==> src/rtl/complex_mult_host_if.sv <==
// Host-side companion to the complex multiplier. It buffers host operand
// pairs, issues them to the multiplier against a result-slot credit, and
// returns results to the host in issue order.
module complex_mult_host_if #(
    parameter int unsigned DATA_WIDTH = 8,
    parameter int unsigned DEPTH      = 4
) (
    input  logic                    clk,
    input  logic                    sw_rst,
    // host operand side
    input  logic                    in_val,
    output logic                    in_ready,
    input  logic [DATA_WIDTH-1:0]   in_1_re,
    input  logic [DATA_WIDTH-1:0]   in_1_im,
    input  logic [DATA_WIDTH-1:0]   in_2_re,
    input  logic [DATA_WIDTH-1:0]   in_2_im,
    // multiplier operand side
    output logic                    op_val,
    input  logic                    op_ready,
    output logic [DATA_WIDTH-1:0]   op_1_re,
    output logic [DATA_WIDTH-1:0]   op_1_im,
    output logic [DATA_WIDTH-1:0]   op_2_re,
    output logic [DATA_WIDTH-1:0]   op_2_im,
    // multiplier result side
    input  logic                    res_val,
    output logic                    res_ready,
    input  logic [2*DATA_WIDTH-1:0] mult_re,
    input  logic [2*DATA_WIDTH-1:0] mult_im,
    // host result side
    output logic                    out_val,
    input  logic                    out_ready,
    output logic [2*DATA_WIDTH-1:0] out_re,
    output logic [2*DATA_WIDTH-1:0] out_im,
    // status
    output logic [$clog2(DEPTH):0]  outstanding,
    output logic                    proto_err
);

    localparam int unsigned PTR_W = $clog2(DEPTH);
    localparam int unsigned CNT_W = $clog2(DEPTH) + 1;
    localparam int unsigned SUM_W = CNT_W + 1;
    localparam int unsigned RES_W = 2 * DATA_WIDTH;

    typedef struct packed {
        logic [DATA_WIDTH-1:0] a_re;
        logic [DATA_WIDTH-1:0] a_im;
        logic [DATA_WIDTH-1:0] b_re;
        logic [DATA_WIDTH-1:0] b_im;
    } op_pair_t;

    typedef struct packed {
        logic [RES_W-1:0] re;
        logic [RES_W-1:0] im;
    } res_pair_t;

    op_pair_t         op_mem_q [DEPTH];
    op_pair_t         op_mem_d [DEPTH];
    logic [PTR_W-1:0] op_wr_ptr_q, op_wr_ptr_d;
    logic [PTR_W-1:0] op_rd_ptr_q, op_rd_ptr_d;
    logic [CNT_W-1:0] op_count_q,  op_count_d;

    res_pair_t        res_mem_q [DEPTH];
    res_pair_t        res_mem_d [DEPTH];
    logic [PTR_W-1:0] res_wr_ptr_q, res_wr_ptr_d;
    logic [PTR_W-1:0] res_rd_ptr_q, res_rd_ptr_d;
    logic [CNT_W-1:0] res_count_q,  res_count_d;

    logic [CNT_W-1:0] outstanding_q, outstanding_d;
    logic             proto_err_q,   proto_err_d;

    op_pair_t         op_head;
    res_pair_t        res_head;
    logic             credit_ok;
    logic             in_fire;
    logic             issue_fire;
    logic             ret_take;
    logic             ret_fire;
    logic             ret_err;
    logic             out_fire;

    // Handshake qualifiers; all derive from registered state plus the inputs.
    always_comb begin
        op_head    = op_mem_q[op_rd_ptr_q];
        res_head   = res_mem_q[res_rd_ptr_q];
        // an issue is allowed only if every in-flight result still has a slot
        credit_ok  = (SUM_W'(res_count_q) + SUM_W'(outstanding_q)) < SUM_W'(DEPTH);
        in_ready   = op_count_q < CNT_W'(DEPTH);
        op_val     = (op_count_q != '0) && credit_ok;
        res_ready  = res_count_q < CNT_W'(DEPTH);
        out_val    = res_count_q != '0;
        in_fire    = in_val && in_ready;
        issue_fire = op_val && op_ready;
        ret_take   = res_val && res_ready;
        ret_fire   = ret_take && (outstanding_q != '0);
        ret_err    = ret_take && (outstanding_q == '0);
        out_fire   = out_val && out_ready;
    end

    // Data outputs are forced to zero whenever their valid is low.
    always_comb begin
        op_1_re     = op_val  ? op_head.a_re : '0;
        op_1_im     = op_val  ? op_head.a_im : '0;
        op_2_re     = op_val  ? op_head.b_re : '0;
        op_2_im     = op_val  ? op_head.b_im : '0;
        out_re      = out_val ? res_head.re  : '0;
        out_im      = out_val ? res_head.im  : '0;
        outstanding = outstanding_q;
        proto_err   = proto_err_q;
    end

    // Operand FIFO next state.
    always_comb begin
        op_mem_d    = op_mem_q;
        op_wr_ptr_d = op_wr_ptr_q;
        op_rd_ptr_d = op_rd_ptr_q;
        op_count_d  = op_count_q;
        if (in_fire) begin
            op_mem_d[op_wr_ptr_q] = '{a_re: in_1_re, a_im: in_1_im,
                                      b_re: in_2_re, b_im: in_2_im};
            op_wr_ptr_d = op_wr_ptr_q + PTR_W'(1);
        end
        if (issue_fire) begin
            op_rd_ptr_d = op_rd_ptr_q + PTR_W'(1);
        end
        case ({in_fire, issue_fire})
            2'b10:   op_count_d = op_count_q + CNT_W'(1);
            2'b01:   op_count_d = op_count_q - CNT_W'(1);
            default: op_count_d = op_count_q;
        endcase
    end

    // Result FIFO, credit counter and sticky error next state.
    always_comb begin
        res_mem_d     = res_mem_q;
        res_wr_ptr_d  = res_wr_ptr_q;
        res_rd_ptr_d  = res_rd_ptr_q;
        res_count_d   = res_count_q;
        outstanding_d = outstanding_q;
        proto_err_d   = proto_err_q | ret_err;
        if (ret_fire) begin
            res_mem_d[res_wr_ptr_q] = '{re: mult_re, im: mult_im};
            res_wr_ptr_d = res_wr_ptr_q + PTR_W'(1);
        end
        if (out_fire) begin
            res_rd_ptr_d = res_rd_ptr_q + PTR_W'(1);
        end
        case ({ret_fire, out_fire})
            2'b10:   res_count_d = res_count_q + CNT_W'(1);
            2'b01:   res_count_d = res_count_q - CNT_W'(1);
            default: res_count_d = res_count_q;
        endcase
        case ({issue_fire, ret_fire})
            2'b10:   outstanding_d = outstanding_q + CNT_W'(1);
            2'b01:   outstanding_d = outstanding_q - CNT_W'(1);
            default: outstanding_d = outstanding_q;
        endcase
    end

    // Control state with synchronous reset; reset drops all queued and in-flight work.
    always_ff @(posedge clk) begin
        if (sw_rst) begin
            op_wr_ptr_q   <= '0;
            op_rd_ptr_q   <= '0;
            op_count_q    <= '0;
            res_wr_ptr_q  <= '0;
            res_rd_ptr_q  <= '0;
            res_count_q   <= '0;
            outstanding_q <= '0;
            proto_err_q   <= 1'b0;
        end else begin
            op_wr_ptr_q   <= op_wr_ptr_d;
            op_rd_ptr_q   <= op_rd_ptr_d;
            op_count_q    <= op_count_d;
            res_wr_ptr_q  <= res_wr_ptr_d;
            res_rd_ptr_q  <= res_rd_ptr_d;
            res_count_q   <= res_count_d;
            outstanding_q <= outstanding_d;
            proto_err_q   <= proto_err_d;
        end
    end

    // FIFO storage; contents are never visible unless the matching count is non-zero.
    always_ff @(posedge clk) begin
        op_mem_q  <= op_mem_d;
        res_mem_q <= res_mem_d;
    end

endmodule
==> config.mk <==
export PLATFORM = sky130hd
export DESIGN_NAME = complex_mult_host_if
export DESIGN_NICKNAME = d
export VERILOG_FILES = /design/src/rtl/complex_mult_host_if.sv
export SDC_FILE = /design/constraint.sdc
export NUM_CORES = 1
export LEC_CHECK = 0
export BUFFER_PORTS_ARGS = -buffer_cell sky130_fd_sc_hd__buf_2
export CAP_MARGIN = 25
export CORE_ASPECT_RATIO = 0.8
export CORE_MARGIN = 2
export CORE_UTILIZATION = 35
export CTS_BUF_LIST = sky130_fd_sc_hd__clkbuf_8
export DETAILED_ROUTE_END_ITERATION = 8
export PLACE_DENSITY = 0.56
export SYNTH_ARGS = -nofsm -noshare
export SYNTH_HDL_FRONTEND = slang
export SYNTH_SLANG_ARGS = --single-unit
==> constraint.sdc <==
create_clock -name clk -period 7.75 [get_ports clk]
set_input_delay 1.55 -clock clk [delete_from_list [all_inputs] [get_ports clk]]
set_output_delay 1.55 -clock clk [all_outputs]
set_load 0.03 [all_outputs]
==> reports/metrics.sh, run 1 <==
LAYOUT.CELLS.MOST_COMMON_LIST='sky130_fd_sc_hd__edfxtp_1 (256), sky130_fd_sc_hd__buf_2 (141), sky130_fd_sc_hd__mux4_2 (64)'
YS_SEQ_AREA_SHARE_PCT=74.44
SETUP_VIOL=0
R2R_SLACK_NS=4.85
GRT_PASS1_WL_UM=32730
WORST_EP_REQUIRED_TIME_NS=6.20
HTREE_LEVELS=2
SYNTH_AREA_MM2=0.01081
MOST_FREQUENT_STANDARD_CELL_IN_THE_LAYOUT_EXCLUDING_FILL_AND_TAP_CELLS='sky130_fd_sc_hd__edfxtp_1'
VIAS_PER_CELL=4.662
ROUTE.DETAILED.DRC=0
FIRSTDRTPASSITERS=4
VIAS=5380
GLOBALROUTEMET2UTIL_PCT=22.32
WORST_SKEW_PAIR_LATER_PIN_LATENCY_NS=0.54
POWER.COMBINATIONAL.FRACTION_PCT=33.3
SYNTH_AREA_PER_CELL_UM2=20.17
TOP_POST_SYNTHESIS_CELLS_BY_AREA='sky130_fd_sc_hd__edfxtp_1 (71%), sky130_fd_sc_hd__mux4_2 (13%), sky130_fd_sc_hd__dfxtp_1 (3.3%)'
SWITCHING_POWER_AS_A_SHARE_OF_TOTAL_POWER_PCT=33.84
FILLERS=2748
SYNTH_SEQ_CELLS=274
ANT_NETS=0
GRT_USAGE_PCT=13.16
AREA_GROWTH_PCT=18.85
FINISH.INSTANCE_AREA_MM2=0.01285
CAP_VIOLATIONS=0
CTS.SINKS=274
SEQ_POWER_SHARE_PCT=40.6
ARRIVAL_NS=2.72
DRT_ITER0_DRC=309
FINAL_PERIOD_UTILIZATION_PCT=55.14
CELL_AREA_PLACED_MM2=0.01196
ANTENNA_CELLS_INSERTED=0
AVGROUTEDWIREPERCELL_UM=18.29
CRITPATHCAPTURETYPE='output pin'
BUSIEST_LAYER='met2'
CRITPATHLAUNCHTYPE='flip-flop'
CLOCK.FMAX_MHz=234.0
POWER.DENSITY_CELL_AREA_mW_PER_MM2=360.5
POST_CTS.RESIZED_INSTANCES=0
DIE_WIDTH_UM=200.5
WORSTMARGINPINSLEW_NS=0.9807
YOSYS.AREA.TOP_TYPE='sky130_fd_sc_hd__edfxtp_1'
WL_UM=21100
WORST-PATH-MAX-FANOUT=31
CTS_INSERTED_BUFFERS=45
STATIC-LEAKAGE-POWER_nW=4.482
FINALHOLDVIOLATIONS=0
HOLD_CLASS='flip-flop to flip-flop'
ROOT_BUFFER='sky130_fd_sc_hd__clkbuf_8'
P_INT_mW=3.065
ANTENNA_FOUND_INITIAL=0
GROUTE.LAYER.MET3.USAGE_PCT=3.168
GRT_START_MAX_NET_PINS=35
MAX-VDD-IR-DROP_V=0.0002693
SYN_NETS=622
POWER.CLOCK.FRACTION_PCT=26.1
TRITONCTS='done'
SYNTHCELLS=536
START_UTIL_PCT=35.58
CLKSLEWWORSTSETUPHOLDPATHS_NS=0.06
CTS-HOLD-FIX-BUFFERS=0
FINCLKSKEW_NS=0.02154
DESIGN.FINAL.NETS=794
SYNTHESIS.YOSYS.WARNINGS=0
DIEAREA_MM2=0.03232
DETAILED_PLACEMENT_WIRELENGTH_ESTIMATE_UM=12770
YOSYS.AREA.TOP_TYPE_SHARE_PCT=71.11
MAX-CLOCK-PATH-BUFFERS=3
NETSWITCHINGPOWER_mW=1.568
FIRST_GLOBAL_VIAS=5813
MAXSLEWVIOLCOUNT=0
ROWS=57
RSZ0062_AT_GRT='no'
TOTAL_AREA_OF_MULTI_INPUT_COMBINATIONAL_CELLS_MM2=0.002554
TNS_NS=0
PORTBUFFERS=141
ROUTABILITYCONGESTION=0.6824
CORE-AREA_MM2=0.03038
CRITICAL_SETUP_PATH_CLASS='flip-flop to output pin'
GRT_REMAINING_OVERFLOW=0
RUN_STATUS='finished, final reports clean'
DIE_HEIGHT_UM=161.2
YOSYS.CELL_TYPES.COUNT=37
FIN_CRIT_NS=4.273
REGISTER_AREA_MM2=0.008051
CTS_SETUP_BUFFERS=0
GLOBAL_ROUTE.USAGE.MET1_PCT=16.69
WORST_SLEW_MARGIN_REL_PCT=34.62
IO_PINS=142
PROPORTION_OF_LAYOUT_CELLS_WITH_A_DRIVE_SUFFIX_ABOVE_1_PCT=37.92
[worst max-delay path, stage by stage, from the launching register on]
cell and delay, ns:
sky130_fd_sc_hd__dfxtp_1 0.49, sky130_fd_sc_hd__ha_1 0.29, sky130_fd_sc_hd__or3_4 0.41, sky130_fd_sc_hd__nor3_4 0.41, sky130_fd_sc_hd__buf_16 0.21, sky130_fd_sc_hd__and2_1 0.16
sky130_fd_sc_hd__buf_2 0.20
[state kept, by name, indices dropped and copies added (netlist names)]
register	flops
op_rd_ptr_q	2
op_mem_q	128
outstanding	3
res_wr_ptr_q	2
proto_err	1
op_wr_ptr_q	2
res_count_q	3
res_rd_ptr_q	2
op_count_q	3
res_mem_q	128
[Yosys cell counts]
master                     number
sky130_fd_sc_hd__mux2_2         1
sky130_fd_sc_hd__o311ai_0       1
sky130_fd_sc_hd__nand2_1        1
sky130_fd_sc_hd__ha_1          13
sky130_fd_sc_hd__or3_1          4
sky130_fd_sc_hd__clkbuf_2       2
sky130_fd_sc_hd__inv_1         20
sky130_fd_sc_hd__nor4b_4        1
sky130_fd_sc_hd__and2b_2        1
sky130_fd_sc_hd__nand2b_1       1
sky130_fd_sc_hd__and2_1        36
sky130_fd_sc_hd__nor3_1         2
sky130_fd_sc_hd__nor3_4         2
sky130_fd_sc_hd__buf_1          1
sky130_fd_sc_hd__clkbuf_8       1
sky130_fd_sc_hd__xor2_1         8
sky130_fd_sc_hd__and3_2         1
sky130_fd_sc_hd__buf_4          6
sky130_fd_sc_hd__a21oi_1        9
sky130_fd_sc_hd__and3_1         4
sky130_fd_sc_hd__mux2_4         1
sky130_fd_sc_hd__mux2i_1        1
sky130_fd_sc_hd__nor4_1         1
sky130_fd_sc_hd__or3_4          1
sky130_fd_sc_hd__o31ai_1        1
sky130_fd_sc_hd__nand3_1        2
sky130_fd_sc_hd__mux4_2        64
sky130_fd_sc_hd__buf_6          1
sky130_fd_sc_hd__xnor2_1        1
sky130_fd_sc_hd__buf_2          6
sky130_fd_sc_hd__dfxtp_1       18
sky130_fd_sc_hd__fa_1           3
sky130_fd_sc_hd__nor2b_1       35
sky130_fd_sc_hd__edfxtp_1     256
sky130_fd_sc_hd__o21ai_0        5
sky130_fd_sc_hd__clkbuf_1       8
sky130_fd_sc_hd__nor2_1        17
[power groups by stage]
stage	logic, mW	clock network (mW)	registers, mW
after floorplan	1.15	0	1.88
after global placement	1.51	0	1.90
after detailed placement	1.54	0	1.92
after CTS	1.55	1.25	1.89
after global routing	1.67	1.32	1.90
final	1.54	1.21	1.88
[routing by layer]
metal | part of all wire [%] | vias to the layer above | wire length, um
met5 | 0 | - | 0
met3 | 4.3 | 36 | 914
met1 | 44 | 2783 | 9250
met4 | 2.0 | 0 | 413
met2 | 50 | 109 | 10520
li1 | - | 2452 | -
[per-stage QoR]
| step | cells | power, mW | worst slack, ns | utilization, % | hold WS, ns |
|---|---|---|---|---|---|
| global placement | 1073 | 3.415 | 3.741 | 39.37 | 0.4805 |
| global route | 1154 | 4.882 | 3.307 | 42.29 | 0.5145 |
| finish | 1154 | 4.632 | 3.477 | 42.29 | 0.4877 |
| detailed placement | 1073 | 3.457 | 3.598 | 39.37 | 0.4643 |
| CTS | 1153 | 4.683 | 2.993 | 42.20 | 0.4823 |
| floorplan | 536 | 3.031 | 4.149 | - | 0.4809 |
[worst paths after layout]
path,start,end,depth (start not counted)
max reg2reg,res_count_q[2]$_SDFFE_PP0P_,op_count_q[2]$_SDFFE_PP0P_,9
min,proto_err$_SDFF_PP0_,proto_err$_SDFF_PP0_,2
min reg2reg,proto_err$_SDFF_PP0_,proto_err$_SDFF_PP0_,2
max,res_count_q[2]$_SDFFE_PP0P_,op_2_im[1],6
[cell families (layout without fill, tap and decap cells)]
| logic type | after synthesis | in the layout | synth area share (%) |
|---|---|---|---|
| mux | 67 | 67 | 13.67 |
| buf+inv | 45 | 250 | 2.025 |
| simple gates | 109 | 109 | 6.273 |
| flops | 274 | 274 | 74.44 |
| xor+xnor | 9 | 9 | 0.7292 |
| compound gates | 16 | 16 | 0.7986 |
| fa+ha+maj | 16 | 16 | 2.060 |
[cell type report]
class,count,share of cell area [%]
Multi-Input combinational cell,217,19.88
Timing Repair Buffer,150,6.174
Inverter,20,0.5843
Clock inverter,35,1.860
Clock buffer,45,4.820
Sequential cell,274,62.66
Tap cell,413,4.022
No activity file was read; power rests on OpenSTA's default activity.
==> run 2, diff against run 1 <==
--- a/config.mk
+++ b/config.mk
@@ -12,7 +12,7 @@
 export CORE_UTILIZATION = 35
 export CTS_BUF_LIST = sky130_fd_sc_hd__clkbuf_8
 export DETAILED_ROUTE_END_ITERATION = 8
-export PLACE_DENSITY = 0.56
+export PLACE_DENSITY = 0.58
 export SYNTH_ARGS = -nofsm -noshare
 export SYNTH_HDL_FRONTEND = slang
 export SYNTH_SLANG_ARGS = --single-unit
==> constraint.sdc (replaced) <==
create_clock -name clk -period 3.6 [get_ports clk]
set_input_delay 0.72 -clock clk [delete_from_list [all_inputs] [get_ports clk]]
set_output_delay 0.72 -clock clk [all_outputs]
set_load 0.03 [all_outputs]
==> reports/metrics.sh, run 2 (same netlist as run 1, synthesis figures left out) <==
WL_UM=21320  # +1.0%
WORST_SKEW_PAIR_LATER_PIN_LATENCY_NS=0.55  # about the same
DETAILED_PLACEMENT_WIRELENGTH_ESTIMATE_UM=13140  # +2.9%
CLOCK.FMAX_MHz=301.6
SETUP_VIOL=0  # unchanged
CELL_AREA_PLACED_MM2=0.01201  # +0.42%
CTS_INSERTED_BUFFERS=45  # unchanged
ROOT_BUFFER='sky130_fd_sc_hd__clkbuf_8'
DESIGN.FINAL.NETS=794  # unchanged
RUN_STATUS='finished, final reports clean'
WORST_EP_REQUIRED_TIME_NS=2.88  # -3.32 ns
CRITPATHLAUNCHTYPE='flip-flop'
R2R_SLACK_NS=0.72  # -4.13 ns
CTS-HOLD-FIX-BUFFERS=0  # unchanged
GRT_PASS1_WL_UM=33010  # +0.84%
AREA_GROWTH_PCT=19.03
PROPORTION_OF_LAYOUT_CELLS_WITH_A_DRIVE_SUFFIX_ABOVE_1_PCT=39.25  # +1.3 points
FINAL_WORST_HOLD_SLACK_NS=0.3791  # -0.1086 ns
ANTENNA_CELLS_INSERTED=0  # unchanged
TNS_NS=0  # unchanged
CAP_VIOLATIONS=0  # unchanged
VIAS=5374  # -0.11%
PORTBUFFERS=141  # unchanged
STATIC-LEAKAGE-POWER_nW=4.482  # about the same
CRIT_PATH_CELL_TRACE='ha_1, or3_4, nor3_4, buf_4, and2_1, buf_2'
CRIT_PATH_MAX_INCR_DELAY_NS=0.47  # -0.02 ns
CTS.SINKS=274  # unchanged
CLKSLEWWORSTSETUPHOLDPATHS_NS=0.06  # about the same
POWER.DENSITY_CELL_AREA_mW_PER_MM2=766.7  # +110%
GRT_USAGE_PCT=13.31  # +0.15 points
GRT_START_MAX_NET_PINS=35  # unchanged
ROWS=57  # unchanged
CRITICAL_SETUP_PATH_CLASS='flip-flop to output pin'
TOTAL_AREA_OF_MULTI_INPUT_COMBINATIONAL_CELLS_MM2=0.002559  # +0.20%
FINISH.INSTANCE_AREA_MM2=0.01287  # +0.15%
FINAL_PERIOD_UTILIZATION_PCT=92.12
DIE_HEIGHT_UM=161.2  # unchanged
LAYOUT.CELLS.MOST_COMMON_LIST='sky130_fd_sc_hd__edfxtp_1 (256), sky130_fd_sc_hd__buf_2 (141), sky130_fd_sc_hd__mux4_2 (64)'
FIRST_GLOBAL_VIAS=5868  # +0.95%
MAX-VDD-IR-DROP_V=0.0002849  # +5.8%
LAYOUT_TOP_REGISTERS='op_mem_q x128, res_mem_q x128'
HOLD_CLASS='primary input to flip-flop'
HTREE_LEVELS=2  # unchanged
MAXSLEWVIOLCOUNT=0  # unchanged
ROUTABILITYCONGESTION=0.6945  # +1.8%
DIEAREA_MM2=0.03232  # unchanged
CRITPATHCAPTURETYPE='output pin'
START_UTIL_PCT=35.58  # unchanged
WORST_SLEW_MARGIN_REL_PCT=34.56  # -0.061 points
REGISTER_AREA_MM2=0.008051  # unchanged
FILLERS=2734  # -0.51%
MOST_FREQUENT_STANDARD_CELL_IN_THE_LAYOUT_EXCLUDING_FILL_AND_TAP_CELLS='sky130_fd_sc_hd__edfxtp_1'
IO_PINS=142  # unchanged
FIN_CRIT_NS=3.316
ARRIVAL_NS=2.60  # -0.12 ns
FIRSTDRTPASSITERS=4  # unchanged
DRT_ITER0_DRC=278  # -10%
CORE-AREA_MM2=0.03038  # unchanged
CTS_SETUP_BUFFERS=0  # unchanged
MAX-CLOCK-PATH-BUFFERS=3  # unchanged
FINCLKSKEW_NS=0.02820  # +0.006661 ns
ROUTE.DETAILED.DRC=0  # unchanged
RSZ0062_AT_GRT='no'
POST_CTS.RESIZED_INSTANCES=0  # unchanged
FINALHOLDVIOLATIONS=0  # unchanged
WORSTMARGINPINSLEW_NS=0.9816  # +0.0009187 ns
ANT_NETS=0  # unchanged
ANTENNA_FOUND_INITIAL=1  # +1
WORST_PATH_MAX_DELAY_CELL='sky130_fd_sc_hd__dfxtp_1'
TRITONCTS='done'
AVGROUTEDWIREPERCELL_UM=18.42  # +0.76%
DIE_WIDTH_UM=200.5  # unchanged
VIAS_PER_CELL=4.645  # -0.37%
GRT_REMAINING_OVERFLOW=0  # unchanged
WORST-PATH-MAX-FANOUT=33  # +6.5%
-- run 2: cell type report --
class / count / share of cell area (%)
clock inverters: 33 / 1.293
multi-input cells: 217 / 19.89
repair buffers: 150 / 6.301
inverters: 20 / 0.5834
flip-flops and latches: 274 / 62.57
clock buffers: 50 / 5.348
well taps: 413 / 4.016
-- run 2: path summary, 6_finish.rpt --
kind / end / startpoint / depth (start not counted)
setup / recovery: op_2_im[2] / res_count_q[2]$_SDFFE_PP0P_ / 6
hold / removal: op_mem_q[35]$_DFFE_PP_ / in_2_im[3] / 1
setup reg to reg: op_count_q[2]$_SDFFE_PP0P_ / res_count_q[2]$_SDFFE_PP0P_ / 9
hold reg to reg: proto_err$_SDFF_PP0_ / proto_err$_SDFF_PP0_ / 2
-- run 2: per-stage QoR --
| step | util (%) | power, mW | instances | worst slack, ns |
|---|---|---|---|---|
| 6_report | 42.35 | 9.865 | 1157 | 0.2838 |
| 5_1_grt | 42.35 | 10.42 | 1157 | 0.09498 |
| 4_1_cts | 42.35 | 10.07 | 1157 | 0.1921 |
| 3_5_place_dp | 39.54 | 7.489 | 1074 | 0.7190 |
| 3_3_place_gp | 39.54 | 7.400 | 1074 | 0.8169 |
| 2_1_floorplan | - | 6.525 | 536 | 0.7747 |
-- run 2: metal layers --
| metal | share of wire (%) | vias to the layer above | GRT usage, % |
|---|---|---|---|
| met1 | 43 | 2740 | 16.66 |
| met4 | 2.1 | 2 | 4.815 |
| li1 | - | 2464 | - |
| met3 | 4.7 | 43 | 3.027 |
| met2 | 51 | 125 | 22.84 |
| met5 | 0.061 | - | 0 |
-- run 2: worst max-delay path: cells and delay by family (launching register included) --
family,cells,cell delay (ns)
fa+ha+maj,1,0.29
buf+inv,2,0.52
flops,1,0.47
simple gates,3,0.77
-- run 2: power breakdown --
group          internal, mW  switching [mW]
sequential             3.88           0.167
combinational          1.25            2.04
clock                  1.35            1.18
==> run 3, diff against run 2 <==
--- a/config.mk
+++ b/config.mk
@@ -9,10 +9,10 @@
 export CAP_MARGIN = 25
 export CORE_ASPECT_RATIO = 0.8
 export CORE_MARGIN = 2
-export CORE_UTILIZATION = 35
+export CORE_UTILIZATION = 54
 export CTS_BUF_LIST = sky130_fd_sc_hd__clkbuf_8
 export DETAILED_ROUTE_END_ITERATION = 8
-export PLACE_DENSITY = 0.58
+export PLACE_DENSITY = 0.81
 export SYNTH_ARGS = -nofsm -noshare
 export SYNTH_HDL_FRONTEND = slang
 export SYNTH_SLANG_ARGS = --single-unit
==> reports/metrics.sh, run 3 (same netlist as run 1, synthesis figures left out) <==
FINCLKSKEW_NS=0.01523  # -0.01297 ns
DRT_ITER0_DRC=297  # +6.8%
FINAL_PERIOD_UTILIZATION_PCT=91.84  # -0.28 points
TOTAL_POWER_mW=9.596  # -2.7%
CAP_VIOLATIONS=0  # unchanged
TNS_NS=0  # unchanged
ROOT_BUFFER='sky130_fd_sc_hd__clkbuf_8'
CTS-HOLD-FIX-BUFFERS=0  # unchanged
CRITICAL_SETUP_PATH_CLASS='flip-flop to output pin'
FILLERS=1358  # -50%
MAX-CLOCK-PATH-BUFFERS=3  # unchanged
DIEAREA_MM2=0.02117  # -34%
START_UTIL_PCT=54.76  # +19 points
CRITPATHCAPTURETYPE='output pin'
VIAS=5381  # +0.13%
CLOCK.FMAX_MHz=302.5  # +0.30%
POST_CTS.RESIZED_INSTANCES=0  # unchanged
CTS_SETUP_BUFFERS=0  # unchanged
DESIGN.FINAL.NETS=793  # -0.13%
LAYOUT.CELLS.MOST_COMMON_LIST='sky130_fd_sc_hd__edfxtp_1 (256), sky130_fd_sc_hd__buf_2 (141), sky130_fd_sc_hd__mux4_2 (64)'
VIAS_PER_CELL=5.354  # +15%
WORST_EP_REQUIRED_TIME_NS=2.88  # about the same
MOST_FREQUENT_STANDARD_CELL_IN_THE_LAYOUT_EXCLUDING_FILL_AND_TAP_CELLS='sky130_fd_sc_hd__edfxtp_1'
CRIT_PATH_CELL_TRACE='ha_1, or3_4, nor3_4, buf_4, and2_1, buf_2'
FINAL_WORST_HOLD_SLACK_NS=0.3987  # +0.01957 ns
CTS.SINKS=274  # unchanged
CRIT_PATH_MAX_INCR_DELAY_NS=0.48  # about the same
HOLD_CLASS='primary input to flip-flop'
ANT_NETS=0  # unchanged
CLKSLEWWORSTSETUPHOLDPATHS_NS=0.07  # about the same
FINISH.INSTANCE_AREA_MM2=0.01258  # -2.3%
TOTAL_AREA_OF_MULTI_INPUT_COMBINATIONAL_CELLS_MM2=0.002551  # -0.29%
ARRIVAL_NS=2.59  # about the same
IO_PINS=142  # unchanged
RUN_STATUS='finished, final reports clean'
CTS_INSERTED_BUFFERS=43  # -4.4%
REGISTER_AREA_MM2=0.008053  # about the same
RSZ0062_AT_GRT='no'
AREA_GROWTH_PCT=16.33
PLACEMENT.SETUP.WORST_SLACK_NS=0.7394  # +0.02041 ns
GRT_REMAINING_OVERFLOW=0  # unchanged
ROUTE.DETAILED.DRC=0  # unchanged
DETAILED_PLACEMENT_WIRELENGTH_ESTIMATE_UM=11950  # -9.1%
PATH_DELAY_FAMILY='simple AND/OR/NAND/NOR gates'
FIRSTDRTPASSITERS=5  # +1
WORST_PATH_MAX_DELAY_CELL='sky130_fd_sc_hd__dfxtp_1'
CRIT_BUF_INV=2  # unchanged
WORST_SKEW_PAIR_LATER_PIN_LATENCY_NS=0.53  # -0.02 ns
PORTBUFFERS=141  # unchanged
LAYOUT_TOP_REGISTERS='op_mem_q x128, res_mem_q x128'
WORSTMARGINPINSLEW_NS=0.9192  # -0.06236 ns
FIN_WS_NS=0.2938  # +0.01002 ns
DIE_HEIGHT_UM=130.6  # -19%
CORE-AREA_MM2=0.01974  # -35%
TRITONCTS='done'
GRT_START_MAX_NET_PINS=36  # +2.9%
CRITPATHLAUNCHTYPE='flip-flop'
ROUTABILITYCONGESTION=0.7811  # +12%
ROWS=46  # -19%
CELL_AREA_PLACED_MM2=0.01180  # -1.7%
AVGROUTEDWIREPERCELL_UM=19.27  # +4.6%
GRT_USAGE_PCT=18.57  # +5.3 points
PROPORTION_OF_LAYOUT_CELLS_WITH_A_DRIVE_SUFFIX_ABOVE_1_PCT=38.16  # -1.1 points
GRT_PASS1_WL_UM=29950  # -9.3%
MAX-VDD-IR-DROP_V=0.0005341  # +87%
DIE_WIDTH_UM=162.2  # -19%
STATIC-LEAKAGE-POWER_nW=4.441  # -0.93%
FINALHOLDVIOLATIONS=0  # unchanged
HTREE_LEVELS=2  # unchanged
FIN_CRIT_NS=3.306  # -0.01002 ns
MAXSLEWVIOLCOUNT=0  # unchanged
WORST_SLEW_MARGIN_REL_PCT=38.72  # +4.2 points
POWER.DENSITY_CELL_AREA_mW_PER_MM2=763.1  # -0.47%
SETUP_VIOL=0  # unchanged
WL_UM=19360  # -9.2%
FIRST_GLOBAL_VIAS=5714  # -2.6%
ANTENNA_FOUND_INITIAL=2  # +1
WORST-PATH-MAX-FANOUT=33  # unchanged
[run 3: changes by cell type in the layout (fill, tap and decap cells not counted), sizes merged]
cell | before | now
clkinv | 15 | 16
inv | 34 | 33
clkbuf | 50 | 47
bufinv | 1 | 0
diode | 0 | 2
clkinvlp | 3 | 1
buf | 150 | 151
[run 3: worst paths after layout]
kind | from | end | slack, ns | cells past startpoint
worst max-delay path | res_count_q[2]$_SDFFE_PP0P_ | op_2_im[5] | 0.29 | 6
worst min-delay path | mult_im[3] | res_mem_q[35]$_DFFE_PP_ | 0.40 | 1
worst max register to register | res_count_q[2]$_SDFFE_PP0P_ | op_count_q[2]$_SDFFE_PP0P_ | 0.73 | 9
worst min register to register | res_rd_ptr_q[0]$_SDFFE_PP0P_ | res_rd_ptr_q[0]$_SDFFE_PP0P_ | 0.51 | 2
[run 3: layout make-up]
| cell class | instances | area share (%) |
|---|---|---|
| repair buffers | 151 | 6.308 |
| clock buffers | 47 | 5.144 |
| clock inverters | 30 | 0.9651 |
| multi-input cells | 217 | 20.29 |
| well taps | 264 | 2.627 |
| inverters | 20 | 0.5970 |
| diodes | 2 | 0.03980 |
| flip-flops and latches | 274 | 64.03 |
[run 3: metal layers]
metal / wire, um / global-route usage [%] / vias to the layer above
li1: - / - / 2449
met1: 7710 / 24.01 / 2738
met2: 10060 / 31.14 / 159
met3: 1110 / 4.230 / 35
met4: 481 / 7.652 / 0
met5: 0 / 0 / -
[run 3: stage by stage]
step / cells / utilization, %
CTS: 1003 / 63.68
detailed placement: 926 / 59.79
global route: 1004 / 63.69
floorplan: 536 / -
global placement: 926 / 59.79
finish: 1005 / 63.70
[run 3: report_power, final]
group / switching (mW) / internal (mW)
logic: 2.00 / 1.24
registers: 0.166 / 3.88
clock network: 1.12 / 1.20
total: 3.28 / 6.31
